--- src/rtl/axi4lite_slave_regfile.sv ---
// axi4lite_slave_regfile: AXI4-Lite register file with byte strobes and flat register export.
module axi4lite_slave_regfile #(
  parameter int C_S_AXI_DATA_WIDTH = 32,
  parameter int C_S_AXI_ADDR_WIDTH = 4,
  parameter int NUM_REGS = 4
) (
  input  logic                                 S_AXI_ACLK,
  input  logic                                 S_AXI_ARESET,
  input  logic [C_S_AXI_ADDR_WIDTH-1:0]        S_AXI_AWADDR,
  input  logic [2:0]                           S_AXI_AWPROT,
  input  logic                                 S_AXI_AWVALID,
  output logic                                 S_AXI_AWREADY,
  input  logic [C_S_AXI_DATA_WIDTH-1:0]        S_AXI_WDATA,
  input  logic [C_S_AXI_DATA_WIDTH/8-1:0]      S_AXI_WSTRB,
  input  logic                                 S_AXI_WVALID,
  output logic                                 S_AXI_WREADY,
  output logic [1:0]                           S_AXI_BRESP,
  output logic                                 S_AXI_BVALID,
  input  logic                                 S_AXI_BREADY,
  input  logic [C_S_AXI_ADDR_WIDTH-1:0]        S_AXI_ARADDR,
  input  logic [2:0]                           S_AXI_ARPROT,
  input  logic                                 S_AXI_ARVALID,
  output logic                                 S_AXI_ARREADY,
  output logic [C_S_AXI_DATA_WIDTH-1:0]        S_AXI_RDATA,
  output logic [1:0]                           S_AXI_RRESP,
  output logic                                 S_AXI_RVALID,
  input  logic                                 S_AXI_RREADY,
  output logic [NUM_REGS*C_S_AXI_DATA_WIDTH-1:0] regs_out
);
  localparam int DW = C_S_AXI_DATA_WIDTH;
  localparam int AW = C_S_AXI_ADDR_WIDTH;
  localparam int NB = DW / 8;
  localparam int LSB = $clog2(NB);
  localparam int IW = AW - LSB;
  localparam logic [IW:0] NR = (IW+1)'(NUM_REGS);
  typedef enum logic {W_IDLE, W_RESP} w_state_t;
  typedef enum logic {R_IDLE, R_DATA} r_state_t;
  w_state_t w_state, w_state_n;
  r_state_t r_state, r_state_n;
  logic aw_cap, w_cap, aw_cap_n, w_cap_n, awready, wready, arready;
  logic aw_hs, w_hs, ar_hs, commit, b_done, r_done, aw_ok, ar_ok;
  logic [IW-1:0] aw_idx, ar_idx;
  logic [DW-1:0] wdata, rdata, rd_val;
  logic [NB-1:0] wstrb;
  logic [1:0] bresp, rresp;
  logic [DW-1:0] regs [NUM_REGS];
  logic unused;
  assign unused = ^{S_AXI_AWPROT, S_AXI_ARPROT, S_AXI_AWADDR[LSB-1:0], S_AXI_ARADDR[LSB-1:0]};
  always_comb begin
    aw_hs = S_AXI_AWVALID & awready;
    w_hs = S_AXI_WVALID & wready;
    commit = w_state == W_IDLE && aw_cap && w_cap;
    b_done = w_state == W_RESP && S_AXI_BREADY;
    w_state_n = commit ? W_RESP : b_done ? W_IDLE : w_state;
    aw_cap_n = ~b_done & (aw_cap | aw_hs);
    w_cap_n = ~b_done & (w_cap | w_hs);
    ar_hs = S_AXI_ARVALID & arready;
    r_done = r_state == R_DATA && S_AXI_RREADY;
    r_state_n = ar_hs ? R_DATA : r_done ? R_IDLE : r_state;
    ar_idx = S_AXI_ARADDR[AW-1:LSB];
    aw_ok = {1'b0, aw_idx} < NR;
    ar_ok = {1'b0, ar_idx} < NR;
    rd_val = '0;
    for (int k = 0; k < NUM_REGS; k++)
      if (ar_idx == k[IW-1:0]) rd_val = regs[k];
  end
  // Reads sample regs before this edge's commit, so a colliding read sees the old value.
  always_ff @(posedge S_AXI_ACLK) begin
    if (S_AXI_ARESET) begin
      w_state <= W_IDLE;
      r_state <= R_IDLE;
      {aw_cap, w_cap, awready, wready, arready} <= '0;
      {aw_idx, wdata, wstrb, bresp, rdata, rresp} <= '0;
      for (int k = 0; k < NUM_REGS; k++) regs[k] <= '0;
    end else begin
      w_state <= w_state_n;
      aw_cap <= aw_cap_n;
      w_cap <= w_cap_n;
      awready <= w_state_n == W_IDLE && !aw_cap_n;
      wready <= w_state_n == W_IDLE && !w_cap_n;
      if (aw_hs) aw_idx <= S_AXI_AWADDR[AW-1:LSB];
      if (w_hs) {wdata, wstrb} <= {S_AXI_WDATA, S_AXI_WSTRB};
      if (commit) bresp <= aw_ok ? 2'b00 : 2'b10;
      for (int k = 0; k < NUM_REGS; k++)
        for (int b = 0; b < NB; b++)
          if (commit && aw_idx == k[IW-1:0] && wstrb[b]) regs[k][b*8 +: 8] <= wdata[b*8 +: 8];
      r_state <= r_state_n;
      arready <= r_state_n == R_IDLE;
      if (ar_hs) {rdata, rresp} <= {rd_val, ar_ok ? 2'b00 : 2'b10};
      else if (r_done) {rdata, rresp} <= '0;
    end
  end
  assign S_AXI_AWREADY = awready;
  assign S_AXI_WREADY = wready;
  assign S_AXI_BVALID = w_state == W_RESP;
  assign S_AXI_BRESP = bresp;
  assign S_AXI_ARREADY = arready;
  assign S_AXI_RVALID = r_state == R_DATA;
  assign S_AXI_RDATA = rdata;
  assign S_AXI_RRESP = rresp;
  for (genvar k = 0; k < NUM_REGS; k++) begin : g_out
    assign regs_out[k*DW +: DW] = regs[k];
  end
endmodule

--- config.mk ---
export PLATFORM = sky130hd
export DESIGN_NAME = axi4lite_slave_regfile
export DESIGN_NICKNAME = d
export VERILOG_FILES = /design/src/rtl/axi4lite_slave_regfile.sv
export SDC_FILE = /design/constraint.sdc
export NUM_CORES = 1
export LEC_CHECK = 0
export ABC_AREA = 1
export ABC_CLOCK_PERIOD_IN_PS = 4570
export BUFFER_PORTS_ARGS = -buffer_cell sky130_fd_sc_hd__buf_2
export CAP_MARGIN = 10
export CORE_MARGIN = 2
export CORE_UTILIZATION = 56
export CTS_CLUSTER_DIAMETER = 200
export DETAILED_ROUTE_END_ITERATION = 8
export PLACE_DENSITY_LB_ADDON = 0.1
export SYNTH_ARGS = -nofsm -noshare
export SYNTH_HDL_FRONTEND = slang
export SYNTH_SLANG_ARGS = --single-unit
export TNS_END_PERCENT = 1
--- constraint.sdc ---
create_clock -name S_AXI_ACLK -period 4.57 [get_ports S_AXI_ACLK]
set_input_delay 0 -clock S_AXI_ACLK [delete_from_list [all_inputs] [get_ports S_AXI_ACLK]]
set_output_delay 0 -clock S_AXI_ACLK [all_outputs]
set_load 0.01 [all_outputs]
# [Word level (Yosys, flattened, before mapping)]
# Memory sizes are Yosys's and may differ from the RTL's.
# Cells that the tools add are included.
# W data, S select, Z words.
[totals] memories=1 ram_bits=128 ff_bits=77
[op_classes] bitwise_logic=27 n_reduce_logical=31 eq_ne=6 muxes=76
[memory_table] memory="regs" depth=4 width=32 rd=4 rd_clocked_by_memory_dff=0 wr=4 line_no="46" rtl="logic [DW-1:0] regs [NUM_REGS];"
[op_table] operator="$mux W32" count=6
[op_table] operator="$mux W8" count=16
[op_table] operator="$mux W1" count=54
[op_table] operator="$logic_and A1 B1 Y1" count=26
[op_table] operator="$or A1 B1 Y1" count=18
[op_table] operator="$eq A2 B2 Y1 const B" count=4
[op_table] operator="$and A1 B1 Y1" count=5
[op_table] operator="$eq A2 B1 Y1 const B" count=2
[op_table] operator="$logic_not A2 Y1" count=2
[op_table] operator="$not A1 Y1" count=4
[op_table] operator="$logic_not A1 Y1" count=2
[op_table] operator="$reduce_bool A2 Y1" count=1

# [Depth between registers and ports, before layout]
[logic_depth] word_depth=9 ltp_mapped=8

# [Worst setup path after synthesis]
# Ideal clock, no wire load.
[synth_timing] path_type="register -> register" startpoint="reg aw_idx[1]" endpoint="mem regs[3][0] (netlist name) (enable)" t_arrival_ns=1.520 synth_period_minus_slack_ns=1.904 required_time_ns=4.186 stages_incl_launch_ff=5 setup_ns=0.384 slack_ns=2.666 path_buffers=0 path_cell_list="dfxtp_1 > inv_1 > nor3_4 > inv_1 > o21ai_0"
[synth_lines] element="from (decl)" line_no="42" rtl="logic [IW-1:0] aw_idx, ar_idx;"
[synth_lines] element="from (signal assigned)" line_no="81" rtl="if (aw_hs) aw_idx <= S_AXI_AWADDR[AW-1:LSB];"
[synth_lines] element="to (decl)" line_no="46"

==> impl_metrics.csv <==
group,metric,value,unit
run_status,status,"complete, no violations",
clock_network,cts_tree,"built",
finish,seqCellArea,5390,µm²
detailed_routing,routed_wl,22500,µm
clock_network,root_buffer,"clkbuf_16",
sta,fin_worst_skew,10.3,ps
placement,hpwlAfterDp,14200,µm
logic_synthesis,synth_top_area_share,45.9,%
clock_network,cts_sinks,205,
clock_network,cts_resized,0,
placement,io_buffers,211,
setup_path,cp.arrival,2770,ps
logic_synthesis,synth-simple-area-share,20.8,%
clock_network,clk_latency,480,ps
finish,drive_above_1_share,23.2,%
setup_path,cp.required,4940,ps
finish,antenna_cells,0,
logic_synthesis,yosys.area_share.xor_xnor,0,%
finish,fin_cells,1351,
detailed_routing,postRouteAntennaNets,0,
setup_path,reg2reg_depth,6,
setup_path,max_stage_delay,660,ps
detailed_routing,viasPerCell,5.26,
logic_synthesis,synth_compound_area_share,8.67,%
detailed_routing,drtIter0Drc,692,
clock_network,hold_buffers,45,
sta,period_share,52.6,%
detailed_routing,avgRoutedWirePerCell,16.7,µm
placement,place_congestion,0.809,
floorplan,io_pins,226,
setup_path,crit_top_cell,"dlygate4sd3_1",
power_and_ir_drop,p_leak,4.60,nW
setup_path,rr_endpoint,"regs[3][31]",
global_routing,grt_usage,27.9,%
sta,worst_slew_pin_slew,1130,ps
setup_path,path_class,"primary input to flop",
sta,finalSetupViolCount,0,
setup_path,worstReg2RegStart,"w_cap",
placement,placed_area,9600,µm²
hold_path,hold_path_depth,2,
finish,fin_nets,1210,
global_routing,overflow,0,
floorplan,rows,44,
logic_synthesis,synthAdderAreaFrac,0,%
logic_synthesis,synth_area,8370,µm²
sta,drv_slew,0,
sta,hold_violations,0,
global_routing,antenna_found_initial,0,
global_routing,grt_pass1_vias,6589,
setup_path,r2r_setup_slack,2200,ps
setup_path,crit_fanout,71,
logic_synthesis,ys_warn_count,0,
logic_synthesis,synth_top_area_cell,"edfxtp_1",
power_and_ir_drop,powerDensity,393,nW/µm²
detailed_routing,drc,0,
clock_network,clockBufferDepth,3,
logic_synthesis,muxShareOfSynthArea,0,%
job,maxCapViolCount,0,
global_routing,grt_max_degree,74,
logic_synthesis,synth.distinct_cells,19,
sta,rsz0062_at_grt,"false",
hold_path,worstHoldStart,"S_AXI_ARESET",
setup_path,critPathLaunchType,"primary input",
logic_synthesis,syn_area_per_cell,9.32,µm²
logic_synthesis,syn_inst,898,
floorplan,die_h,126,µm
setup_path,crit_chain,"buf_2, inv_2, o21ai_0, dlygate4sd3_1, a21oi_1, dlygate4sd3_1",
hold_path,min_to,"S_AXI_ARREADY",
finish,num-fill-cells,1071,
setup_path,slowest_stage,"buf_2",
sta,hold_ws,123,ps
clock_network,cts.clk_slew.worst_paths,60,ps
logic_synthesis,ys_seq_area_share,64.3,%
floorplan,core-area,14600,µm²
power_and_ir_drop,peakVddDrop,480,µV
clock_network,cts_setup_buffers,0,
setup_path,endpoint_kind,"flop",
detailed_routing,dr.pass1.iters,5,
sta,max_freq,416,MHz
sta,slew_headroom,24.8,%
sta,tns,0,ps
clock_network,cts.htree.levels,1,
finish,multiInputGateArea,2490,µm²
finish,fin_area,10800,µm²
logic_synthesis,yosys_register_bits,205,
floorplan,die_area,15900,µm²
global_routing,grt_pass1_wl,35100,µm
finish,most-common-layout-cells,"buf_2, nor2_1, nand2_1",
logic_synthesis,yosys-top-cells-area,"edfxtp_1, dfxtp_1, nor2_1, nand2_1, o21ai_0",
hold_path,hold_class,"primary input to flop",
logic_synthesis,synth_top_family_by_area,"simple AND/OR/NAND/NOR gates",
floorplan,initial_core_util,57.4,%
finish,area_growth,28.6,%
finish,final_common_cell,"buf_2",
floorplan,die_x,126,µm
clock_network,numCtsBuffers,21,
detailed_routing,vias,7106,
finish,fin_util,73.8,%
placement,place_inst,1268,
sta,min_period,2400,ps
cells in the mapped netlist:
| master | n |
|---|---|
| nor2_1 | 198 |
| nand2_1 | 152 |
| edfxtp_1 | 128 |
| inv_1 | 81 |
| dfxtp_1 | 77 |
| o21ai_0 | 74 |
| a21oi_1 | 71 |
| nand3_1 | 49 |
| clkbuf_1 | 29 |
| nand3b_1 | 13 |
| buf_2 | 9 |
| buf_4 | 6 |
| nor3_4 | 4 |
| nor2_2 | 2 |
| buf_1 | 1 |
| clkinv_1 | 1 |
| conb_1 | 1 |
| inv_2 | 1 |
| nand4_1 | 1 |
kinds of logic after synthesis:
family          Yosys count
compound gates          145
buf+inv                 128
flops                   205
other cells               1
simple gates            419
routing by layer:
layer | vias up | global-route usage, % | wire length, µm
met5 | - | 0 | 0
met4 | 0 | 8.27 | 664
met3 | 53 | 3.36 | 1680
met2 | 362 | 47.7 | 11100
met1 | 3250 | 37.9 | 9130
li1 | 3441 | - | -
flip-flops by register name, indices dropped and copies added (netlist names):
| name | cells |
|---|---|
| S_AXI_ARREADY | 1 |
| S_AXI_AWREADY | 1 |
| S_AXI_BVALID | 1 |
| S_AXI_RDATA | 32 |
| S_AXI_RVALID | 1 |
| S_AXI_WREADY | 1 |
| aw_cap | 1 |
| aw_idx | 2 |
| regs | 128 |
| w_cap | 1 |
| wdata | 32 |
| wstrb | 4 |
how the worst max path moves through the flow:
| stage | start | endpoint | slack, ps | depth (start not counted) |
|---|---|---|---|---|
| finish | S_AXI_ARESET | aw_idx[0] | 2170 | 6 |
| global route | w_cap | regs[3][31] | 2000 | 6 |
| CTS | w_cap | regs[2][26] | 2010 | 6 |
| detailed placement | w_cap | regs[2][28] | 2130 | 6 |
| global placement | w_cap | regs[2][28] | 2210 | 6 |
| floorplan | aw_idx[1] | regs[3][0] | 2670 | 4 |
power by group:
group	internal, mW	switching, mW	leakage, nW
Combinational	0.144	0.257	2.30
Sequential	2.04	0.0438	1.95
Clock	1.05	0.685	0.349
Total	3.24	0.986	4.60
final cells by class:
cell class	count	area share [%]
inverters	83	2.90
flip-flops and latches	205	50.0
well taps	184	2.14
repair buffers	274	15.3
clock inverters	7	0.802
clock buffers	30	5.76
multi-input cells	568	23.1
critical path: cells and delay by family:
kind,cells,cell delay (ps)
buf+inv,4,2470
compound gates,2,270
through the flow:
stage	power [mW]	worst slack, ps
after floorplan	2.34	2670
final	4.23	2170
after global routing	4.36	2000
after CTS	4.23	2010
after global placement	2.48	2210
after detailed placement	2.49	2130
Note: power is estimated with default switching activity, not from simulation.
